$ cat src/rtl/seg7_serial_out_if.sv
// seg7_serial_out_if
// Groups the frame handshake and the serial display bus of seg7_serial_out.
//   start     upstream -> block : request one frame transfer
//   pattern   upstream -> block : 64-bit segment pattern, [63] shifted first
//   busy      block -> upstream : transfer in progress
//   done      block -> upstream : one-cycle pulse, frame shifted and latched
//   seg_clk   block -> board    : serial shift clock (board samples on rising edge)
//   seg_sout  block -> board    : serial data
//   seg_latch block -> board    : storage-register clock pulse
//   seg_clrn  block -> board    : active-low clear of the shift registers
// The master modport is the upstream side; the slave modport is seg7_serial_out.
interface seg7_serial_out_if;
  logic        start;
  logic [63:0] pattern;
  logic        busy;
  logic        done;
  logic        seg_clk;
  logic        seg_sout;
  logic        seg_latch;
  logic        seg_clrn;

  modport master (
    output start, pattern,
    input  busy, done, seg_clk, seg_sout, seg_latch, seg_clrn
  );

  modport slave (
    input  start, pattern,
    output busy, done, seg_clk, seg_sout, seg_latch, seg_clrn
  );
endinterface

$ cat src/rtl/seg7_serial_out.sv
// seg7_serial_out
// Shifts a 64-bit segment pattern MSB-first into the board's chained 8-bit
// SIPO registers using a divided serial clock, then pulses the storage latch
// so all eight digits update together.
// Ports:
//   clk  system clock, rising edge
//   rst  synchronous, active-high reset
//   bus  seg7_serial_out_if.slave (start/pattern in; busy/done/seg_* out)
// Parameter:
//   HALF  clk cycles per serial-clock half period (1..255)
// Build option:
//   SEG7_AUTO_REFRESH_EN  when defined, start is ignored and frames run
//                         continuously from reset release, recapturing
//                         pattern in every DONE cycle.
//
// state      | meaning
// -----------+-------------------------------------------------------------
// S_IDLE     | waiting for start; all serial outputs low
// S_SHIFT_LO | seg_clk low for HALF cycles, seg_sout presents current MSB
// S_SHIFT_HI | seg_clk high for HALF cycles; shift and count at phase end
// S_LATCH    | seg_latch high for HALF cycles after bit 63
// S_DONE     | one-cycle done pulse; may accept the next start directly
module seg7_serial_out #(
  parameter int unsigned HALF = 2
) (
  input  logic              clk,
  input  logic              rst,
  seg7_serial_out_if.slave  bus
);

  localparam int unsigned PW = $clog2(HALF + 1);
  localparam logic [PW-1:0] PH_LOAD = PW'(HALF - 1);

  typedef enum logic [2:0] {
    S_IDLE,
    S_SHIFT_LO,
    S_SHIFT_HI,
    S_LATCH,
    S_DONE
  } state_t;

  state_t        state_q, state_d;
  logic [63:0]   sr_q, sr_d;
  logic [5:0]    bit_q, bit_d;
  logic [PW-1:0] ph_q, ph_d;
  logic          busy_q, busy_d;
  logic          done_q, done_d;
  logic          sclk_q, sclk_d;
  logic          sout_q, sout_d;
  logic          latch_q, latch_d;
  logic          clrn_q, clrn_d;

  logic          start_eff;
  logic          phase_end;

`ifdef SEG7_AUTO_REFRESH_EN
  logic unused_start;
  assign unused_start = bus.start;
  assign start_eff    = 1'b1;
`else
  assign start_eff    = bus.start;
`endif

  // Phase timer is a down-counter loaded with HALF-1; terminal count is zero.
  assign phase_end = (ph_q == '0);

  always_comb begin
    state_d = state_q;
    sr_d    = sr_q;
    bit_d   = bit_q;
    ph_d    = ph_q;
    busy_d  = busy_q;
    done_d  = 1'b0;
    sclk_d  = sclk_q;
    sout_d  = sout_q;
    latch_d = latch_q;
    clrn_d  = 1'b1;

    case (state_q)
      S_IDLE, S_DONE: begin
        state_d = S_IDLE;
        busy_d  = 1'b0;
        sclk_d  = 1'b0;
        sout_d  = 1'b0;
        latch_d = 1'b0;
        if (start_eff) begin
          state_d = S_SHIFT_LO;
          sr_d    = bus.pattern;
          bit_d   = 6'd0;
          ph_d    = PH_LOAD;
          busy_d  = 1'b1;
          sout_d  = bus.pattern[63];
        end
      end

      S_SHIFT_LO: begin
        if (phase_end) begin
          state_d = S_SHIFT_HI;
          ph_d    = PH_LOAD;
          sclk_d  = 1'b1;
        end else begin
          ph_d = ph_q - PW'(1);
        end
      end

      S_SHIFT_HI: begin
        if (phase_end) begin
          sr_d   = {sr_q[62:0], 1'b0};
          bit_d  = bit_q + 6'd1;
          ph_d   = PH_LOAD;
          sclk_d = 1'b0;
          if (bit_q == 6'd63) begin
            state_d = S_LATCH;
            latch_d = 1'b1;
            sout_d  = 1'b0;
          end else begin
            // Output register is loaded with the bit that becomes MSB after
            // this shift, so seg_sout is already valid in the first LO cycle.
            state_d = S_SHIFT_LO;
            sout_d  = sr_q[62];
          end
        end else begin
          ph_d = ph_q - PW'(1);
        end
      end

      S_LATCH: begin
        if (phase_end) begin
          state_d = S_DONE;
          latch_d = 1'b0;
          busy_d  = 1'b0;
          done_d  = 1'b1;
        end else begin
          ph_d = ph_q - PW'(1);
        end
      end

      default: begin
        state_d = S_IDLE;
      end
    endcase
  end

  always_ff @(posedge clk) begin
    if (rst) begin
      state_q <= S_IDLE;
      sr_q    <= '0;
      bit_q   <= '0;
      ph_q    <= '0;
      busy_q  <= 1'b0;
      done_q  <= 1'b0;
      sclk_q  <= 1'b0;
      sout_q  <= 1'b0;
      latch_q <= 1'b0;
      clrn_q  <= 1'b0;
    end else begin
      state_q <= state_d;
      sr_q    <= sr_d;
      bit_q   <= bit_d;
      ph_q    <= ph_d;
      busy_q  <= busy_d;
      done_q  <= done_d;
      sclk_q  <= sclk_d;
      sout_q  <= sout_d;
      latch_q <= latch_d;
      clrn_q  <= clrn_d;
    end
  end

  assign bus.busy      = busy_q;
  assign bus.done      = done_q;
  assign bus.seg_clk   = sclk_q;
  assign bus.seg_sout  = sout_q;
  assign bus.seg_latch = latch_q;
  assign bus.seg_clrn  = clrn_q;

endmodule

$ cat src/flat_wrapper.sv
// flat-port wrapper written by rule: the top's interface ports become plain ports
module seg7_serial_out_flat 
#(
  parameter int unsigned HALF = 2
)
  (clk, rst, bus_start, bus_pattern, bus_busy, bus_done, bus_seg_clk, bus_seg_sout, bus_seg_latch, bus_seg_clrn);
  seg7_serial_out_if bus_i ();
  input  logic clk;
  input  logic rst;
  input wire logic [$bits(bus_i.start)-1:0] bus_start;
  input wire logic [$bits(bus_i.pattern)-1:0] bus_pattern;
  output wire logic [$bits(bus_i.busy)-1:0] bus_busy;
  output wire logic [$bits(bus_i.done)-1:0] bus_done;
  output wire logic [$bits(bus_i.seg_clk)-1:0] bus_seg_clk;
  output wire logic [$bits(bus_i.seg_sout)-1:0] bus_seg_sout;
  output wire logic [$bits(bus_i.seg_latch)-1:0] bus_seg_latch;
  output wire logic [$bits(bus_i.seg_clrn)-1:0] bus_seg_clrn;
  assign bus_i.start = bus_start;
  assign bus_i.pattern = bus_pattern;
  assign bus_busy = bus_i.busy;
  assign bus_done = bus_i.done;
  assign bus_seg_clk = bus_i.seg_clk;
  assign bus_seg_sout = bus_i.seg_sout;
  assign bus_seg_latch = bus_i.seg_latch;
  assign bus_seg_clrn = bus_i.seg_clrn;
  seg7_serial_out #(.HALF(HALF)) u_core (.clk(clk), .rst(rst), .bus(bus_i));
endmodule
$ cat config.mk
export PLATFORM = sky130hd
export DESIGN_NAME = seg7_serial_out_flat
export DESIGN_NICKNAME = d
export VERILOG_FILES = /design/src/rtl/seg7_serial_out_if.sv /design/src/rtl/seg7_serial_out.sv /design/src/flat_wrapper.sv
export SDC_FILE = /design/constraint.sdc
export NUM_CORES = 1
export LEC_CHECK = 0
export BUFFER_PORTS_ARGS = -buffer_cell sky130_fd_sc_hd__buf_2
export CORE_UTILIZATION = 51
export DETAILED_ROUTE_END_ITERATION = 10
export GPL_TIMING_DRIVEN = 0
export PLACE_DENSITY = 0.74
export SLEW_MARGIN = 10
export SYNTH_ARGS = -nofsm -noshare
export SYNTH_HDL_FRONTEND = slang
export SYNTH_SLANG_ARGS = --single-unit
$ cat constraint.sdc
create_clock -name clk -period 2.7 [get_ports clk]
set_clock_uncertainty 0.15 [all_clocks]
set_input_delay 0 -clock clk [delete_from_list [all_inputs] [get_ports clk]]
set_output_delay 0 -clock clk [all_outputs]
set_load 0.01 [all_outputs]
==> reports/metrics.yaml <==
floorplan:
  die_x_um: 89.1
  placeableCoreArea_sq_mm: 0.00729
  pin_count: 73
  die_h_um: 89.1
  die-area_sq_mm: 0.00794
  start_util_pct: 53.1
  rows: 31
logic_synthesis:
  netlist_area_sq_mm: 0.00387
  ys.warnings.count: 0
  synthTopCellsByArea: "dfxtp_1 41%, mux2i_1 17%, a211oi_2 16%"
  ys_seq_area_share_pct: 41.4
  synth_top_area_share_pct: 41.4
  async_reset_ff_share_pct: 0
  syn_nets: 444
  synth.avg_cell_area_sq_um: 10.3
  synth_largest_area_cell: "dfxtp_1"
  ys_types: 34
  postSynthRegisterBits: 80
  synthCells: 374
  synthFlopType: "dfxtp_1"
  synth-edff-count: 0
outcome:
  status: "completed"
worst_setup_path:
  crit_buf_inv: 5
  cp_cell_sequence: "inv_1, ha_1, buf_6, and4bb_4, or2_1, buf_6, buf_6, buf_6, a211oi_2"
  cp-start-kind: "register"
  max_stage_delay_ps: 380
  required_ps: 2800
  crit_top_cell: "buf_6"
  arrival_ps: 2230
  worstPathMaxFanout: 10
  crit_family: "buffers and inverters"
  endpoint_kind: "register"
  cp_slowest_cell: "dfxtp_1"
  critPathKind: "reg -> reg"
place:
  port_buffers: 72
  postPlaceCellArea_sq_mm: 0.00435
  gp_congestion: 0.777
  hpwl_mm: 5.56
power_and_ir_drop:
  power_leakage_nw: 1.99
  sw_frac_of_total_pct: 27.6
  clock_power_share_pct: 32.6
  power.density_mw_per_mm2: 560
  power.internal_mw: 2.12
  p_seq_share_pct: 46.3
  peakVddDrop_v: 0.000362
  p_sw_mw: 0.807
  combPwrFrac_pct: 21.1
sta:
  period_needed_ps: 2130
  period_share_pct: 78.8
  setup_violations: 0
  maxSlewViolCount: 0
  clock.fmax_mhz: 470
  finalSetupTns_ps: 0
  hold_violations: 0
  worst_slew_pin_slew_ps: 690
  max_slew_margin_pct: 54.0
  rsz0062_at_grt: "no"
global_routing:
  antenna_found_initial: 0
  grt_usage_pct: 23.3
  grt_max_degree: 14
  grt_overflow: 0
  grt_pass1_vias: 3146
  grt_pass1_wl_mm: 14.2
clock_tree:
  htree_levels: 3
  cts.clk_slew.worst_paths_ps: 80
  clock-sinks: 80
  clockBufferDepth: 2
  clk_latency_ps: 340
  cts-root-buf: "clkbuf_8"
  cts_buffers: 9
  cts_setup_buffers: 0
  cts_tree: "yes"
layout:
  final_cell_mix: "81 x buf_2, 80 x dfxtp_1, 73 x nor2_1"
  drive_gt1_share_pct: 31.6
  design_area_sq_mm: 0.00523
  fillCellCount: 573
  final_common_cell: "buf_2"
  n_antenna_cell: 0
  num-nets-final: 593
  area_growth_pct: 35.1
min_path:
  hold_path.class: "in -> reg"
detailed_routing:
  wl_mm: 9.13
  via_per_inst: 5.24
  drtAntennaViolNets: 0
  drt_pass1_iterations: 4
  vias: 3287
  dr.first_iter.drc_count: 112
  drc: 0
  routedWlPerCell_um: 14.6
flow_run:
  drv_cap: 0
-- worst paths after layout --
path | start | end | slack [ps] | cells after the start
min | bus_start | u_core.ph_q[1]$_SDFFE_PP0P_ | 40 | 4
max reg2reg | u_core.ph_q[0]$_SDFFE_PP0P_ | u_core.sr_q[58]$_SDFFE_PP0P_ | 570 | 9
max | u_core.ph_q[0]$_SDFFE_PP0P_ | u_core.sr_q[58]$_SDFFE_PP0P_ | 570 | 9
min reg2reg | u_core.bus.seg_latch$_SDFFE_PP0P_ | u_core.bus.seg_latch$_SDFFE_PP0P_ | 310 | 2
-- kinds of logic (layout without fill, tap and decap cells) --
kind of cell | Yosys count | in the layout | synth area share, %
and+or+nand+nor | 100 | 100 | 11.8
adders and majority gates | 3 | 3 | 0.970
AOI/OAI and AO/OA | 84 | 84 | 21.8
buffers and inverters | 38 | 192 | 6.31
xor gates and xnor gates | 4 | 4 | 0.905
muxes | 65 | 65 | 16.8
DFF | 80 | 80 | 41.4
-- per-stage QoR --
step                      hold slack (ps)  power (mW)  worst slack, ps  cells  utilization (%)
after floorplan                      6.93        1.78              765    374                -
after global placement                106        1.90              642    545             59.7
after detailed placement              131        1.92              608    545             59.7
after CTS                            34.1        2.94              589    627             71.7
after global routing                 83.0        3.06              487    627             71.7
final                                39.0        2.93              571    627             71.7
-- tightest hold or removal path, cell delays in order --
cell and delay (ps):
buf_2 100, o21ai_0 100, a21oi_1 180, o32ai_1 90
-- per-layer routing --
layer  routed length, um  vias to the layer above  GRT usage (%)  share of wire [%]
met5                   0                        -              0                  0
met3                 318                       17           3.42                3.5
met2                4690                       69           42.0                 51
li1                    -                     1646              -                  -
met4                 159                        0           9.09                1.7
met1                3970                     1555           27.8                 43
-- registers in the layout, indices dropped and copies added, names as in the netlist --
name	cells
u_core.sr_q	63
u_core.bit_q	6
u_core.state_q	3
u_core.ph_q	2
u_core.bus.busy	1
u_core.bus.done	1
u_core.bus.seg_clk	1
u_core.bus.seg_clrn	1
u_core.bus.seg_latch	1
u_core.bus.seg_sout	1
-- synth_stat cells, types with 4 or more instances --
master / instances
a211oi_1: 12
a211oi_2: 50
a21oi_1: 9
buf_2: 9
buf_4: 5
buf_6: 8
clkbuf_1: 8
dfxtp_1: 80
inv_1: 5
mux2i_1: 65
nand2_1: 4
nand2b_1: 4
nor2_1: 73
o21ai_0: 5
xor2_1: 4
-- area by class of cell --
| class | instances | area (sq um) | share of cell area [%] |
|---|---|---|---|
| Clock inverter | 5 | 81.3 | 1.56 |
| Tap cell | 99 | 124 | 2.37 |
| Inverter | 5 | 18.8 | 0.359 |
| Timing Repair Buffer | 138 | 1020 | 19.5 |
| Clock buffer | 11 | 131 | 2.51 |
| Buffer | 33 | 225 | 4.31 |
| Sequential cell | 80 | 1600 | 30.6 |
| Multi-Input combinational cell | 256 | 2020 | 38.7 |
-- power groups by stage --
stage	clock network (mW)	registers [mW]	logic, mW
finish	0.953	1.36	0.618
global route	1.02	1.37	0.679
CTS	0.971	1.35	0.614
detailed placement	0	1.38	0.538
global placement	0	1.37	0.522
floorplan	0	1.37	0.411
-- what timing repair did --
item	4_1_cts	5_1_grt
hold buffers	66	0
hold endpoints to repair	66	0
gates resized for setup	0	0
Note: power is estimated with default switching activity, not from simulation.
